## src/rtl/mnist_uart_pkg.sv

```systemverilog
// Shared constants, state encoding and frame-length helper for the MNIST result UART path.
// Optional checksum byte is selected by RESULT_FRAMER_CHECKSUM_EN.
package mnist_uart_pkg;

    localparam logic [7:0] FRAME_HDR0 = 8'hAA;
    localparam logic [7:0] FRAME_HDR1 = 8'h55;

    typedef enum logic [2:0] {
        IDLE,
        LOAD,
        WAIT_BUSY,
        WAIT_DONE,
        GAP
    } framer_state_t;

`ifdef RESULT_FRAMER_CHECKSUM_EN
    localparam bit CHECKSUM_EN = 1'b1;
`else
    localparam bit CHECKSUM_EN = 1'b0;
`endif

    function automatic int frame_len(input int num_classes, input bit checksum_en);
        return 3 + num_classes + (checksum_en ? 1 : 0);
    endfunction

endpackage

```

## src/rtl/result_uart_framer_if.sv

```systemverilog
// Result handshake and uart_tx byte interface of the result framer.
// master = surrounding system (result source + uart_tx), slave = the framer.
interface result_uart_framer_if #(
    parameter int NUM_CLASSES = 10
);
    logic                     result_valid;
    logic                     result_ready;
    logic [3:0]               result_class;
    logic [NUM_CLASSES*8-1:0] result_scores;
    logic [7:0]               uart_data;
    logic                     uart_tx_en;
    logic                     uart_tx_busy;
    logic                     frame_busy;
    logic                     frame_done;

    modport master (
        output result_valid, result_class, result_scores, uart_tx_busy,
        input  result_ready, uart_data, uart_tx_en, frame_busy, frame_done
    );

    modport slave (
        input  result_valid, result_class, result_scores, uart_tx_busy,
        output result_ready, uart_data, uart_tx_en, frame_busy, frame_done
    );
endinterface

```

## src/rtl/result_uart_framer.sv

```systemverilog
// Latches one inference result and streams it as AA 55 class scores.. [checksum] to uart_tx,
// one byte per uart_tx_en pulse. Checksum byte present only with RESULT_FRAMER_CHECKSUM_EN.
module result_uart_framer
    import mnist_uart_pkg::*;
#(
    parameter int NUM_CLASSES = 10,
    parameter int GAP_CYCLES  = 40
) (
    input logic                  sys_clk,
    input logic                  sys_rst_n,
    result_uart_framer_if.slave  link
);

    localparam int FRAME_LEN = frame_len(NUM_CLASSES, CHECKSUM_EN);
    localparam int IDX_W     = $clog2(FRAME_LEN);
    localparam int GAP_W     = (GAP_CYCLES > 1) ? $clog2(GAP_CYCLES) : 1;
    localparam logic [IDX_W-1:0] LAST_IDX = IDX_W'(FRAME_LEN - 1);
    localparam logic [GAP_W-1:0] GAP_LOAD = GAP_W'(GAP_CYCLES - 1);

    framer_state_t            state, state_next;
    logic [IDX_W-1:0]         byte_idx;
    logic [GAP_W-1:0]         gap_cnt;
    logic [3:0]               class_q;
    logic [NUM_CLASSES*8-1:0] scores_q;
    logic [7:0]               frame_byte;
    logic                     accept, last_byte, gap_expired, tx_en_next, done_next;

    assign accept      = link.result_valid && (state == IDLE);
    assign last_byte   = (byte_idx == LAST_IDX);
    assign gap_expired = (gap_cnt == '0);

    // NOTE: clocked state uses <= so every flop samples pre-edge values regardless of block order.
    always_ff @(posedge sys_clk or negedge sys_rst_n) begin
        if (!sys_rst_n) state <= IDLE;
        else            state <= state_next;
    end

    // NOTE: every always_comb output gets a default first so no path can infer a latch.
    always_comb begin
        state_next = state;
        unique case (state)
            IDLE:      if (link.result_valid) state_next = LOAD;
            LOAD:      state_next = WAIT_BUSY;
            WAIT_BUSY: if (link.uart_tx_busy) state_next = WAIT_DONE;
            WAIT_DONE: if (!link.uart_tx_busy) state_next = GAP;
            GAP:       if (gap_expired) state_next = last_byte ? IDLE : LOAD;
            default:   state_next = IDLE;
        endcase
    end

    always_comb begin
        link.result_ready = (state == IDLE);
        link.frame_busy   = (state != IDLE);
        tx_en_next        = (state == LOAD);
        done_next         = (state == GAP) && gap_expired && last_byte;
    end

`ifdef RESULT_FRAMER_CHECKSUM_EN
    logic [7:0] checksum_q;

    // Sum is taken as each payload byte is loaded, so it is complete by the checksum slot.
    always_ff @(posedge sys_clk or negedge sys_rst_n) begin
        if (!sys_rst_n) begin
            checksum_q <= 8'h00;
        end else if (accept) begin
            checksum_q <= 8'h00;
        end else if (state == LOAD && byte_idx >= IDX_W'(2) && byte_idx <= IDX_W'(2 + NUM_CLASSES)) begin
            checksum_q <= checksum_q + frame_byte;
        end
    end
`endif

    always_comb begin
        frame_byte = 8'h00;
        if (byte_idx == IDX_W'(0))      frame_byte = FRAME_HDR0;
        else if (byte_idx == IDX_W'(1)) frame_byte = FRAME_HDR1;
        else if (byte_idx == IDX_W'(2)) frame_byte = {4'h0, class_q};
`ifdef RESULT_FRAMER_CHECKSUM_EN
        else if (byte_idx == LAST_IDX)  frame_byte = checksum_q;
`endif
        else begin
            for (int i = 0; i < NUM_CLASSES; i++) begin
                if (byte_idx == IDX_W'(i + 3)) frame_byte = scores_q[8*i +: 8];
            end
        end
    end

    // NOTE: payload registers carry no reset; they are always written on accept before any byte is read.
    always_ff @(posedge sys_clk) begin
        if (accept) begin
            class_q  <= link.result_class;
            scores_q <= link.result_scores;
        end
    end

    always_ff @(posedge sys_clk or negedge sys_rst_n) begin
        if (!sys_rst_n) begin
            byte_idx        <= '0;
            gap_cnt         <= '0;
            link.uart_data  <= 8'h00;
            link.uart_tx_en <= 1'b0;
            link.frame_done <= 1'b0;
        end else begin
            link.uart_tx_en <= tx_en_next;
            link.frame_done <= done_next;
            if (tx_en_next) link.uart_data <= frame_byte;

            if (accept)
                byte_idx <= '0;
            else if (state == GAP && gap_expired && !last_byte)
                byte_idx <= byte_idx + IDX_W'(1);

            // Gap starts when uart_tx drops busy, giving the stop bit time to finish.
            if (state == WAIT_DONE && !link.uart_tx_busy)
                gap_cnt <= GAP_LOAD;
            else if (state == GAP && !gap_expired)
                gap_cnt <= gap_cnt - GAP_W'(1);
        end
    end

endmodule

```

## src/flat_wrapper.sv

```systemverilog
// flat-port wrapper written by rule: the top's interface ports become plain ports
module result_uart_framer_flat import mnist_uart_pkg::*;
#(
    parameter int NUM_CLASSES = 10,
    parameter int GAP_CYCLES  = 40
)
  (sys_clk, sys_rst_n, link_result_valid, link_result_class, link_result_scores, link_uart_tx_busy, link_result_ready, link_uart_data, link_uart_tx_en, link_frame_busy, link_frame_done);
  result_uart_framer_if #(.NUM_CLASSES(NUM_CLASSES)) link_i ();
  input logic sys_clk;
  input logic sys_rst_n;
  input wire logic [$bits(link_i.result_valid)-1:0] link_result_valid;
  input wire logic [$bits(link_i.result_class)-1:0] link_result_class;
  input wire logic [$bits(link_i.result_scores)-1:0] link_result_scores;
  input wire logic [$bits(link_i.uart_tx_busy)-1:0] link_uart_tx_busy;
  output wire logic [$bits(link_i.result_ready)-1:0] link_result_ready;
  output wire logic [$bits(link_i.uart_data)-1:0] link_uart_data;
  output wire logic [$bits(link_i.uart_tx_en)-1:0] link_uart_tx_en;
  output wire logic [$bits(link_i.frame_busy)-1:0] link_frame_busy;
  output wire logic [$bits(link_i.frame_done)-1:0] link_frame_done;
  assign link_i.result_valid = link_result_valid;
  assign link_i.result_class = link_result_class;
  assign link_i.result_scores = link_result_scores;
  assign link_i.uart_tx_busy = link_uart_tx_busy;
  assign link_result_ready = link_i.result_ready;
  assign link_uart_data = link_i.uart_data;
  assign link_uart_tx_en = link_i.uart_tx_en;
  assign link_frame_busy = link_i.frame_busy;
  assign link_frame_done = link_i.frame_done;
  result_uart_framer #(.NUM_CLASSES(NUM_CLASSES), .GAP_CYCLES(GAP_CYCLES)) u_core (.sys_clk(sys_clk), .sys_rst_n(sys_rst_n), .link(link_i));
endmodule
```

## config.mk

```make
export PLATFORM = sky130hd
export DESIGN_NAME = result_uart_framer_flat
export DESIGN_NICKNAME = d
export VERILOG_FILES = /design/src/rtl/mnist_uart_pkg.sv /design/src/rtl/result_uart_framer_if.sv /design/src/rtl/result_uart_framer.sv /design/src/flat_wrapper.sv
export SDC_FILE = /design/constraint.sdc
export NUM_CORES = 1
export LEC_CHECK = 0
export BUFFER_PORTS_ARGS = -buffer_cell sky130_fd_sc_hd__buf_2
export CORE_MARGIN = 2
export CORE_UTILIZATION = 40
export CTS_CLUSTER_SIZE = 12
export DETAILED_ROUTE_END_ITERATION = 7
export PLACE_DENSITY_LB_ADDON = 0.25
export SYNTH_ARGS = -nofsm -noshare
export SYNTH_HDL_FRONTEND = slang
export SYNTH_SLANG_ARGS = --single-unit
```

## constraint.sdc

```tcl
create_clock -name sys_clk -period 5.2 [get_ports sys_clk]
set_input_delay 0.78 -clock sys_clk [delete_from_list [all_inputs] [get_ports sys_clk]]
set_output_delay 0.78 -clock sys_clk [all_outputs]
set_load 0.05 [all_outputs]
```

==> flow_summary.json <==
{
  "register_area_mm2": 0.00310,
  "routedWlPerCell_um": 18.4,
  "ys_seq_elements": 107,
  "fillers": 1021,
  "overflow": 0,
  "power_switching_mw": 0.684,
  "power_frac_seq_pct": 52.6,
  "final_common_cell": "buf_2",
  "fin_cells": 590,
  "crit_type": "reg -> reg",
  "fin_crit_ns": 2.65,
  "cts.clk_slew.worst_paths_ns": 0.07,
  "hold_violations": 0,
  "fp.dieW_um": 112,
  "numCtsBuffers": 9,
  "crit_slowest_cell": "ha_1",
  "num_antenna_cells": 0,
  "area_growth_pct": 19.0,
  "syn_nets": 450,
  "arrival_ns": 2.88,
  "vias": 3206,
  "fin_util_pct": 48.5,
  "status": "finished clean",
  "synth_edf_count": 84,
  "cts_hold_buffers": 0,
  "power.leakage_nw": 2.05,
  "pin_count": 100,
  "place_area_mm2": 0.00522,
  "syn_area_per_cell_um2": 13.0,
  "die_h_um": 112,
  "yosysUniqueCellTypes": 57,
  "cap_violations": 0,
  "ir_drop_mv": 0.411,
  "swShare_pct": 29.5,
  "async_flop_share_pct": 21.5,
  "cts_root_buf": "clkbuf_16",
  "multi_input_area_mm2": 0.00139,
  "clock_power_share_pct": 30.2,
  "crit_path_max_incr_delay_ns": 0.86,
  "wirelength_mm": 10.9,
  "post-cts-setup-buffer-count": 0,
  "tns_ns": 0,
  "cp-end-kind": "flop",
  "hpwl_mm": 7.63,
  "viasPerCell": 5.43,
  "clock-sinks": 107,
  "layout-drive-gt1-share_pct": 28.0,
  "place_congestion": 0.785,
  "worstMarginPinSlew_ns": 1.13,
  "clock_skew_ns": 0.00818,
  "final_area_mm2": 0.00552,
  "fp-row-count": 39,
  "track_usage_pct": 18.6,
  "crit_buf_inv": 1,
  "drt_pass1_iterations": 6,
  "layout_worst_path_cycle_share_pct": 51.1,
  "path_cells": "inv_1, ha_1, nor2_1, a32oi_1, a211oi_1, a221oi_1, o22ai_1",
  "syn-cell-area_mm2": 0.00464,
  "grt_max_degree": 89,
  "coreArea_mm2": 0.0114,
  "drt_iter0_markers": 299,
  "intPower_mw": 1.63,
  "numPortBuffers": 99,
  "clock_latency_ns": 0.36,
  "power_mw": 2.31,
  "ys.warnings.count": 0,
  "hold_class": "in -> async",
  "worstSetupStartpointType": "flop",
  "path_delay_family": "adder cells",
  "yosys.area.top_type_share_pct": 54.4,
  "relSlewSlack_pct": 25.0,
  "cts_tree": "done",
  "yosysTopAreaCell": "edfxtp_1",
  "syn_inst": 356,
  "grt_antenna_before_repair": 0,
  "layout_common_cells": "buf_2 (99), edfxtp_1 (84), nand2_1 (27), nor2_1 (23), dfrtp_1 (23)",
  "synthTopCellsByArea": "edfxtp_1 (54%), dfrtp_1 (12%), nand2_1 (2.2%)",
  "setup_viol": 0,
  "placed_cells": 575,
  "comb_power_share_pct": 17.2,
  "die-area_mm2": 0.0125,
  "rsz0062_at_grt": "false",
  "cts_max_path_buffers": 2,
  "finalNetCount": 537,
  "power_density_mw_per_mm2": 419,
  "path_max_fanout": 28,
  "start_util_pct": 40.8,
  "ys_seq_area_share_pct": 66.8,
  "ys.flop_type": "edfxtp_1",
  "crit_required_ns": 5.42,
  "fmax_ghz": 0.377,
  "maxSlewViolCount": 0,
  "grt_pass1_vias": 3412,
  "grt_pass1_wl_mm": 17.5,
  "ctsResizeCount": 0,
  "route.detailed.drc": 0,
  "h-tree-depth": 3,
  "ant_nets": 0
}
==> synth_stat cells (3+ instances only) <==
| master | number |
|---|---|
| nand4b_1 | 3 |
| ha_1 | 6 |
| nor3_1 | 8 |
| o211ai_1 | 4 |
| dfrtp_1 | 23 |
| xnor2_1 | 7 |
| nand2_1 | 27 |
| inv_1 | 9 |
| buf_2 | 6 |
| nand3_1 | 8 |
| nand2b_1 | 3 |
| o221ai_1 | 7 |
| a32o_1 | 3 |
| a221oi_1 | 8 |
| o21bai_1 | 3 |
| o21ai_0 | 20 |
| a22oi_1 | 13 |
| nor2b_1 | 6 |
| a211oi_1 | 4 |
| clkbuf_1 | 15 |
| nor2_1 | 23 |
| a21oi_1 | 13 |
| o22ai_1 | 6 |
| edfxtp_1 | 84 |
==> cell type report <==
cell class | count | area share (%)
flip-flops and latches | 107 | 56.1
inverters | 13 | 0.884
clock inverters | 4 | 1.07
well taps | 143 | 3.24
repair buffers | 100 | 9.12
multi-input cells | 212 | 25.1
clock buffers | 11 | 4.40
==> final timing paths <==
kind,cells after the start,slack (ns),to,start
worst max-delay path,7,2.55,u_core.link.uart_data[3],u_core.byte_idx[0]
worst min register to register,2,0.53,u_core.link.uart_data[4],u_core.link.uart_data[4]
worst max register to register,7,2.55,u_core.link.uart_data[3],u_core.byte_idx[0]
max in group asynchronous,1,4.43,u_core.link.uart_data[3],sys_rst_n
min in group sys_clk,2,0.53,u_core.link.uart_data[4],u_core.link.uart_data[4]
worst min-delay path,1,0.40,u_core.link.frame_done,sys_rst_n
==> per-layer routing <==
metal,global-route usage (%),wire [um]
met1,24.3,4770
met2,29.3,5180
met3,6.64,702
met4,5.93,210
met5,0,0
==> registers in the layout, summed over array words and instances (netlist names) <==
signal                  flops
u_core.link.frame_done      1
u_core.state                3
u_core.link.uart_tx_en      1
u_core.link.uart_data       8
u_core.scores_q            80
u_core.gap_cnt              6
u_core.class_q              4
u_core.byte_idx             4
==> cell families after synthesis <==
kind of cell	share of synthesized area [%]
adders and majority gates	1.62
AOI/OAI and AO/OA	15.6
DFF	66.8
xor gates and xnor gates	1.51
buffers and inverters	3.32
and+or+nand+nor	11.1
==> worst reg2reg max path, stage by stage, from the launching register on <==
cell	delay (ns)
dfrtp_1	0.44
inv_1	0.12
ha_1	0.86
nor2_1	0.26
a32oi_1	0.30
a211oi_1	0.10
a221oi_1	0.30
o22ai_1	0.13
==> power groups by stage <==
| stage | logic, mW | registers [mW] | clock network (mW) |
|---|---|---|---|
| 6_report | 0.399 | 1.22 | 0.698 |
| 5_1_grt | 0.439 | 1.23 | 0.746 |
| 4_1_cts | 0.405 | 1.22 | 0.711 |
| 3_5_place_dp | 0.404 | 1.24 | 0 |
| 3_3_place_gp | 0.397 | 1.24 | 0 |
| 2_1_floorplan | 0.221 | 1.28 | 0 |
==> through the flow <==
| stage | hold WS [ns] | setup WS [ns] |
|---|---|---|
| 2_1_floorplan | 0.484 | 0.837 |
| 3_3_place_gp | 0.515 | 2.73 |
| 3_5_place_dp | 0.521 | 2.61 |
| 4_1_cts | 0.413 | 2.60 |
| 5_1_grt | 0.441 | 2.30 |
| 6_report | 0.403 | 2.55 |
No activity file was read; power rests on OpenSTA's default activity.
